==> config.mk <==
export PLATFORM = sky130hd
export DESIGN_NAME = placement_result_collector
export DESIGN_NICKNAME = d
export VERILOG_FILES = /design/src/rtl/placement_result_collector.sv
export SDC_FILE = /design/constraint.sdc
export NUM_CORES = 1
export LEC_CHECK = 0
export ABC_AREA = 1
export CAP_MARGIN = 0
export CORE_UTILIZATION = 54
export DETAILED_ROUTE_END_ITERATION = 8
export PLACE_DENSITY_LB_ADDON = 0.12
export SYNTH_ARGS = -nofsm -noshare
export SYNTH_HDL_FRONTEND = slang
export SYNTH_SLANG_ARGS = --single-unit
export TNS_END_PERCENT = 10
==> constraint.sdc <==
create_clock -name clk_i -period 2.2 [get_ports clk_i]
set_input_delay 0.33 -clock clk_i [delete_from_list [all_inputs] [get_ports clk_i]]
set_output_delay 0.33 -clock clk_i [all_outputs]
set_load 0.02 [all_outputs]
==> src/rtl/placement_result_collector.sv <==
// Collects placement engine results PIPE_LAT cycles after each request and
// queues them, tagged with a request sequence number, in a first-word-fall-through buffer.
module placement_result_collector #(
   parameter int PIPE_LAT = 6,
   parameter int DEPTH    = 8
) (
   input  logic                     clk_i,
   input  logic                     rst_i,
   input  logic                     issue_valid_i,
   input  logic [7:0]               index_x_i,
   input  logic [7:0]               index_y_i,
   input  logic [3:0]               strike_i,
   input  logic                     res_ready_i,
   output logic                     res_valid_o,
   output logic [7:0]               res_id_o,
   output logic [7:0]               res_x_o,
   output logic [7:0]               res_y_o,
   output logic [3:0]               res_strike_o,
   output logic [$clog2(DEPTH):0]   count_o,
   output logic                     overflow_o
);

   localparam int AW = $clog2(DEPTH);
   localparam int CW = AW + 1;

   typedef struct packed {
      logic [7:0] tag;
      logic [7:0] x;
      logic [7:0] y;
      logic [3:0] strike;
   } entry_t;

   logic [PIPE_LAT-1:0] vld_pipe;
   logic                cap;
   logic [7:0]          tag;
   logic [AW-1:0]       wr_ptr;
   logic [AW-1:0]       rd_ptr;
   entry_t              mem [DEPTH];
   entry_t              head;
   logic                pop;
   logic                push_ok;
   logic                full;

   // The last delay stage lines up with the engine outputs for that request.
   always_ff @(posedge clk_i) begin
      if (rst_i) begin
         vld_pipe <= '0;
      end else begin
         vld_pipe[0] <= issue_valid_i;
         for (int i = 1; i < PIPE_LAT; i++) begin
            vld_pipe[i] <= vld_pipe[i-1];
         end
      end
   end

   assign cap     = vld_pipe[PIPE_LAT-1];
   assign full    = (count_o == CW'(DEPTH));
   assign pop     = res_valid_o && res_ready_i;
   // A pop frees the head slot this same edge, so a full buffer can still accept.
   assign push_ok = cap && (!full || pop);

   always_ff @(posedge clk_i) begin
      if (rst_i) begin
         tag        <= '0;
         wr_ptr     <= '0;
         rd_ptr     <= '0;
         count_o    <= '0;
         overflow_o <= 1'b0;
         for (int i = 0; i < DEPTH; i++) begin
            mem[i] <= '0;
         end
      end else begin
         if (cap) begin
            tag <= tag + 8'd1;
         end
         if (push_ok) begin
            mem[wr_ptr] <= '{tag: tag, x: index_x_i, y: index_y_i, strike: strike_i};
            wr_ptr      <= wr_ptr + AW'(1);
         end
         if (cap && !push_ok) begin
            overflow_o <= 1'b1;
         end
         if (pop) begin
            rd_ptr <= rd_ptr + AW'(1);
         end
         case ({push_ok, pop})
            2'b10:   count_o <= count_o + CW'(1);
            2'b01:   count_o <= count_o - CW'(1);
            default: count_o <= count_o;
         endcase
      end
   end

   assign head         = mem[rd_ptr];
   assign res_valid_o  = (count_o != '0);
   assign res_id_o     = res_valid_o ? head.tag    : '0;
   assign res_x_o      = res_valid_o ? head.x      : '0;
   assign res_y_o      = res_valid_o ? head.y      : '0;
   assign res_strike_o = res_valid_o ? head.strike : '0;

endmodule

After elaboration in Yosys (flattened, before gate mapping)
Memories as Yosys holds them, arrays and structs flattened. A register that Yosys moved wholly into a read port is not among the register bits. Cells that the tools add are included.

Register bits after elaboration: 25. Memory bits (writable): 224. Input bits: 24. Output and inout bits: 34. Memories kept: 1.

Add/sub/neg operators: 5. Equal/unequal tests: 3. Multiplexer cells: 15. Reductions and logical operators: 9.

Memories: mem (depth 8, bits a word 28, rd ports 1, clocked after Yosys merged registers in 1, write ports 8, line 38) `entry_t mem [DEPTH];`.

Operators with widths (count): $mux 28 (1); $reduce_or 28->1 (1); $mux 8 (3); $mux 3 (3); $add 8x1->8 const B (1); $pmux 4 s2 (1); $add 3x1->3 const B (2); $mux 1 (6); $add 4x1->4 const B (1); $eq 4x4->1 const B (1); $mux 4 (1); $reduce_bool 4->1 (1); $sub 4x1->4 const B (1); $logic_and 1x1->1 (3); $eq 2x1->1 const B (1); $eq 2x2->1 const B (1); $logic_not 1->1 (2); $reduce_bool 2->1 (1); $logic_or 1x1->1 (1).

Depth between registers and ports, before layout
Depth in word-level cells: 9. Gate-level depth with buffers: 14. Mapped depth without buffers: 14.

Worst setup path before layout
OpenSTA, ideal clock, no wires.

Kind: register to register. From: reg count_o[1]. To: mem mem[1][0] (netlist name), enable pin. Setup time: 0.385 ns. Arrival time: 1.919 ns. Data required time: 1.815 ns. Slack: -0.104 ns. Stages on the path, launching flop included: 9. Period minus slack after synthesis: 2.304 ns. Cell sequence: dfxtp_1 > nor2_1 > nand3_2 > nand2_4 > nor3_4 > nand2_1 > buf_6 > buf_6 > nand2_1.

RTL lines: start, declared (line 19) `output logic [$clog2(DEPTH):0] count_o,`; start signal, assigned (line 87) `2'b10: count_o <= count_o + CW'(1);`; start signal, assigned (line 88) `2'b01: count_o <= count_o - CW'(1);`; start signal, assigned (line 89) `default: count_o <= count_o;`; end, declared (line 38).

==> run_results.csv <==
group,metric,value,unit
sta,worst_slew_pin_slew,0.3737,ns
grt,first_global_vias,8112,
worst_setup_path,crit_path_end_kind,"output port",
yosys,synth_edf_count,224,
yosys,synthTopCellsByCount,"nor2_1, edfxtp_1, o21ai_0, nand2_1, inv_1",
floorplanning,placeableCoreArea,0.02017,mm2
routing,ant_nets,0,
clock_tree,cts-buffers-inserted,26,
grt,wire_length_of_the_first_global_routing_pass,44.02,mm
yosys,syn_inst,1108,
finish,finish.utilization,0.6700,
finish,finalNonFillerCells,1493,
clock_tree,clk_root_buffer_cell,"clkbuf_16",
finish,area_growth,21.72,%
clock_tree,clock_latency_late_sink,0.53,ns
yosys,area_share_of_the_largest_cell_type_after_synthesis,0.6058,
sta,worst_clock_skew_on_the_final_layout,0.008890,ns
worst_setup_path,timing.critical_path.from_type,"flop",
power_and_ir_drop,power.internal,10.18,mW
power_and_ir_drop,seq_power_share,0.365,
worst_setup_path,crit_type,"flop to output port",
floorplanning,ioPinCount,58,
run_status,failed_checks,"negative setup slack",
sta,unrepaired_setup_endpoints_after_global_routing,"yes",
yosys,synth_largest_area_cell,"edfxtp_1",
power_and_ir_drop,power-per-cell-area,1120,mW/mm2
clock_tree,clock_input_transition_at_the_sequential_cells_of_the_worst_setup_and_hold_paths,0.06,ns
worst_setup_path,crit_top_cell,"buf_4",
routing,routed_wire_length_per_instance,18.90,um
worst_setup_path,critical_path.cell_chain,"buf_4 -> buf_16 -> o21ai_0 -> o22ai_1 -> nor2_1 -> nor2_2 -> buf_4",
floorplanning,die-width,145.4,um
worst_setup_path,worstPathMaxFanout,11,
yosys,synth_nets,1138,
sta,layout_min_cycle_time,2.297,ns
finish,finish.net_count,1234,
yosys,synth.yosys.warnings,0,
placement,post_dp_cell_area,0.01244,mm2
clock_tree,number_of_clock_sinks,252,
hold_path,holdCritPathClass,"input port to flop",
yosys,syn_avg_cell_area,10.02,um2
routing,route.final.wire_length,28.22,mm
yosys,postSynth.asyncResetShare,0,
routing,drt_iter0_markers,676,
clock_tree,clock_tree.buffer_depth,3,
routing,vias_per_cell,5.566,
worst_setup_path,timing.critical_path.slowest_stage_cell,"dfxtp_4",
power_and_ir_drop,share_comb_of_total_power,0.356,
clock_tree,clock_tree_from_tritoncts,"built",
sta,report.final.hold_viol_count,0,
power_and_ir_drop,p_sw_frac,0.3276,
placement,numPortBuffers,57,
run,maxCapViolations,0,
yosys,synth.ff_latch_count,252,
finish,final.fill_count,1558,
grt,grt_overflow_total,0,
placement,gp_routability_congestion,0.7627,
grt,grt_start_max_net_pins,53,
floorplanning,dieArea,0.02114,mm2
sta,maxSlewViolCount,0,
sta,fin_crit_sh,1.044,
sta,fmax,435.4,MHz
clock_tree,clock_h_tree_levels,1,
power_and_ir_drop,part_of_the_power_in_the_clock_network,0.279,
grt,antenna_found_initial,0,
power_and_ir_drop,static-leakage-power,5.308,nW
routing,route.detailed.drc,0,
yosys,synth_seq_area_share,0.6563,
sta,final.setup.worst_slack,-0.09682,ns
power_and_ir_drop,power.total,15.14,mW
yosys,post_synth_main_area_contributors,"edfxtp_1, nor2_1, o21ai_0",
routing,via_count_of_the_routed_design,8310,
grt,globalRouteTotalUtil,0.2722,
worst_setup_path,critical_path_arrival,1.97,ns
worst_setup_path,required,1.87,ns
yosys,synth_flop_cell,"edfxtp_1",
finish,antenna-diode-count,0,
power_and_ir_drop,switching_power,4.959,mW
finish,layout-drive-gt1-share,0.1423,
worst_setup_path,cp_slowest_stage_delay,0.41,ns
sta,slew-limit-headroom,0.7506,
sta,setup-tns-final,-0.7387,ns
floorplanning,floorplan.rows,52,
floorplanning,die_height,145.4,um
floorplanning,initial_core_util,0.5505,
placement,post-place-cells,1434,
run_status,outcome,"finished, violations left",
power_and_ir_drop,max-vdd-ir-drop,1122,uV
yosys,synth.distinct_cells,25,
sta,setup-violations-final,21,
placement,place_hpwl,15.81,mm
routing,first_pass_iteration_count_of_the_detailed_router,5,
finish,finalInstanceArea,0.01351,mm2
yosys,yosys.cell_count.top_type,"nor2_1",
yosys,synth.cell_area,0.01110,mm2
==> sequential cells by signal (all words and copies together), names as in the netlist, named ones only <==
signal,flops
tag,8
wr_ptr,3
count_o,4
mem,224
vld_pipe,6
rd_ptr,3
overflow_o,1
==> power by group through the flow <==
| stage | combinational (mW) | sequential (mW) | clock, mW |
|---|---|---|---|
| finish | 5.39 | 5.53 | 4.22 |
| global route | 5.84 | 5.55 | 4.46 |
| CTS | 5.20 | 5.53 | 4.26 |
| detailed placement | 4.87 | 5.62 | 0 |
| global placement | 4.83 | 5.61 | 0 |
| floorplan | 2.67 | 5.61 | 0 |
==> timing repair <==
action	in CTS	in global routing
setup buffers	3	2
hold buffers	0	0
pin swaps	4	2
gates cloned	7	0
endpoints found under the setup margin	29	28
gates resized for setup	173	36
==> final timing paths <==
kind,from,slack [ns],depth (start not counted),endpoint
max,flop,-0.1,7,res_y_o[6]
min reg2reg,vld_pipe[4],0.40,2,vld_pipe[5]
min,issue_valid_i,0.33,3,vld_pipe[0]
max reg2reg,count_o[1],0.31,13,count_o[3]
==> per-stage QoR <==
step / worst slack, ns / hold slack (ns)
final: -0.09682 / 0.3329
after global routing: -0.1799 / 0.3328
after CTS: -0.1041 / 0.3241
after detailed placement: -0.03569 / 0.3924
after global placement: -0.01209 / 0.3904
after floorplan: -0.1044 / 0.3883
==> worst max-delay path, delay by kind of cell (launching register included) <==
| kind | cells | cell delay [ns] |
|---|---|---|
| simple gates | 2 | 0.25 |
| flops | 1 | 0.41 |
| buf+inv | 3 | 0.47 |
| compound gates | 2 | 0.32 |
==> area by class of cell <==
class | instances | area (um2) | area share
clock buffers | 33 | 698.2 | 0.05166
clock inverters | 14 | 115.1 | 0.008518
inverters | 53 | 206.4 | 0.01528
multi-input cells | 731 | 3263 | 0.2415
flip-flops and latches | 252 | 7296 | 0.5399
well taps | 270 | 337.8 | 0.02500
repair buffers | 140 | 1598 | 0.1182
==> kinds of logic after synthesis <==
| group | count (synthesis) | share of synthesized area |
|---|---|---|
| AND/OR/NAND/NOR | 536 | 0.1864 |
| flip-flops | 252 | 0.6563 |
| AO/OA/AOI/OAI | 188 | 0.09421 |
| buffers and inverters | 125 | 0.05488 |
| adder cells (fa/ha/maj) | 6 | 0.007438 |
| XOR/XNOR | 1 | 0.0007890 |
==> routing by layer <==
| layer | global-route usage | share of wire | vias up |
|---|---|---|---|
| li1 | - | - | 3937 |
| met1 | 0.3649 | 0.40 | 3928 |
| met2 | 0.4514 | 0.49 | 389 |
| met3 | 0.03887 | 0.088 | 56 |
| met4 | 0.1068 | 0.027 | 0 |
| met5 | 0 | 0 | - |
==> placed cells by master, fill, tap and decap left out, types with 4 or more instances in the layout <==
| master | n |
|---|---|
| nor2_1 | 439 |
| edfxtp_1 | 224 |
| o21ai_0 | 87 |
| buf_4 | 73 |
| nand2_1 | 61 |
| inv_1 | 45 |
| o21ai_1 | 29 |
| o22ai_1 | 28 |
| o211ai_1 | 28 |
| clkdlybuf4s50_1 | 28 |
| clkbuf_16 | 27 |
| dfxtp_1 | 25 |
| buf_12 | 24 |
| nor2_2 | 14 |
| clkinv_1 | 13 |
| nand3_1 | 12 |
| a21oi_1 | 11 |
| clkbuf_1 | 6 |
| buf_6 | 6 |
| o21ai_2 | 5 |
| ha_1 | 5 |
| nor3_1 | 4 |
| clkinv_2 | 4 |
| buf_16 | 4 |
Power figures use the tool's default switching activity.
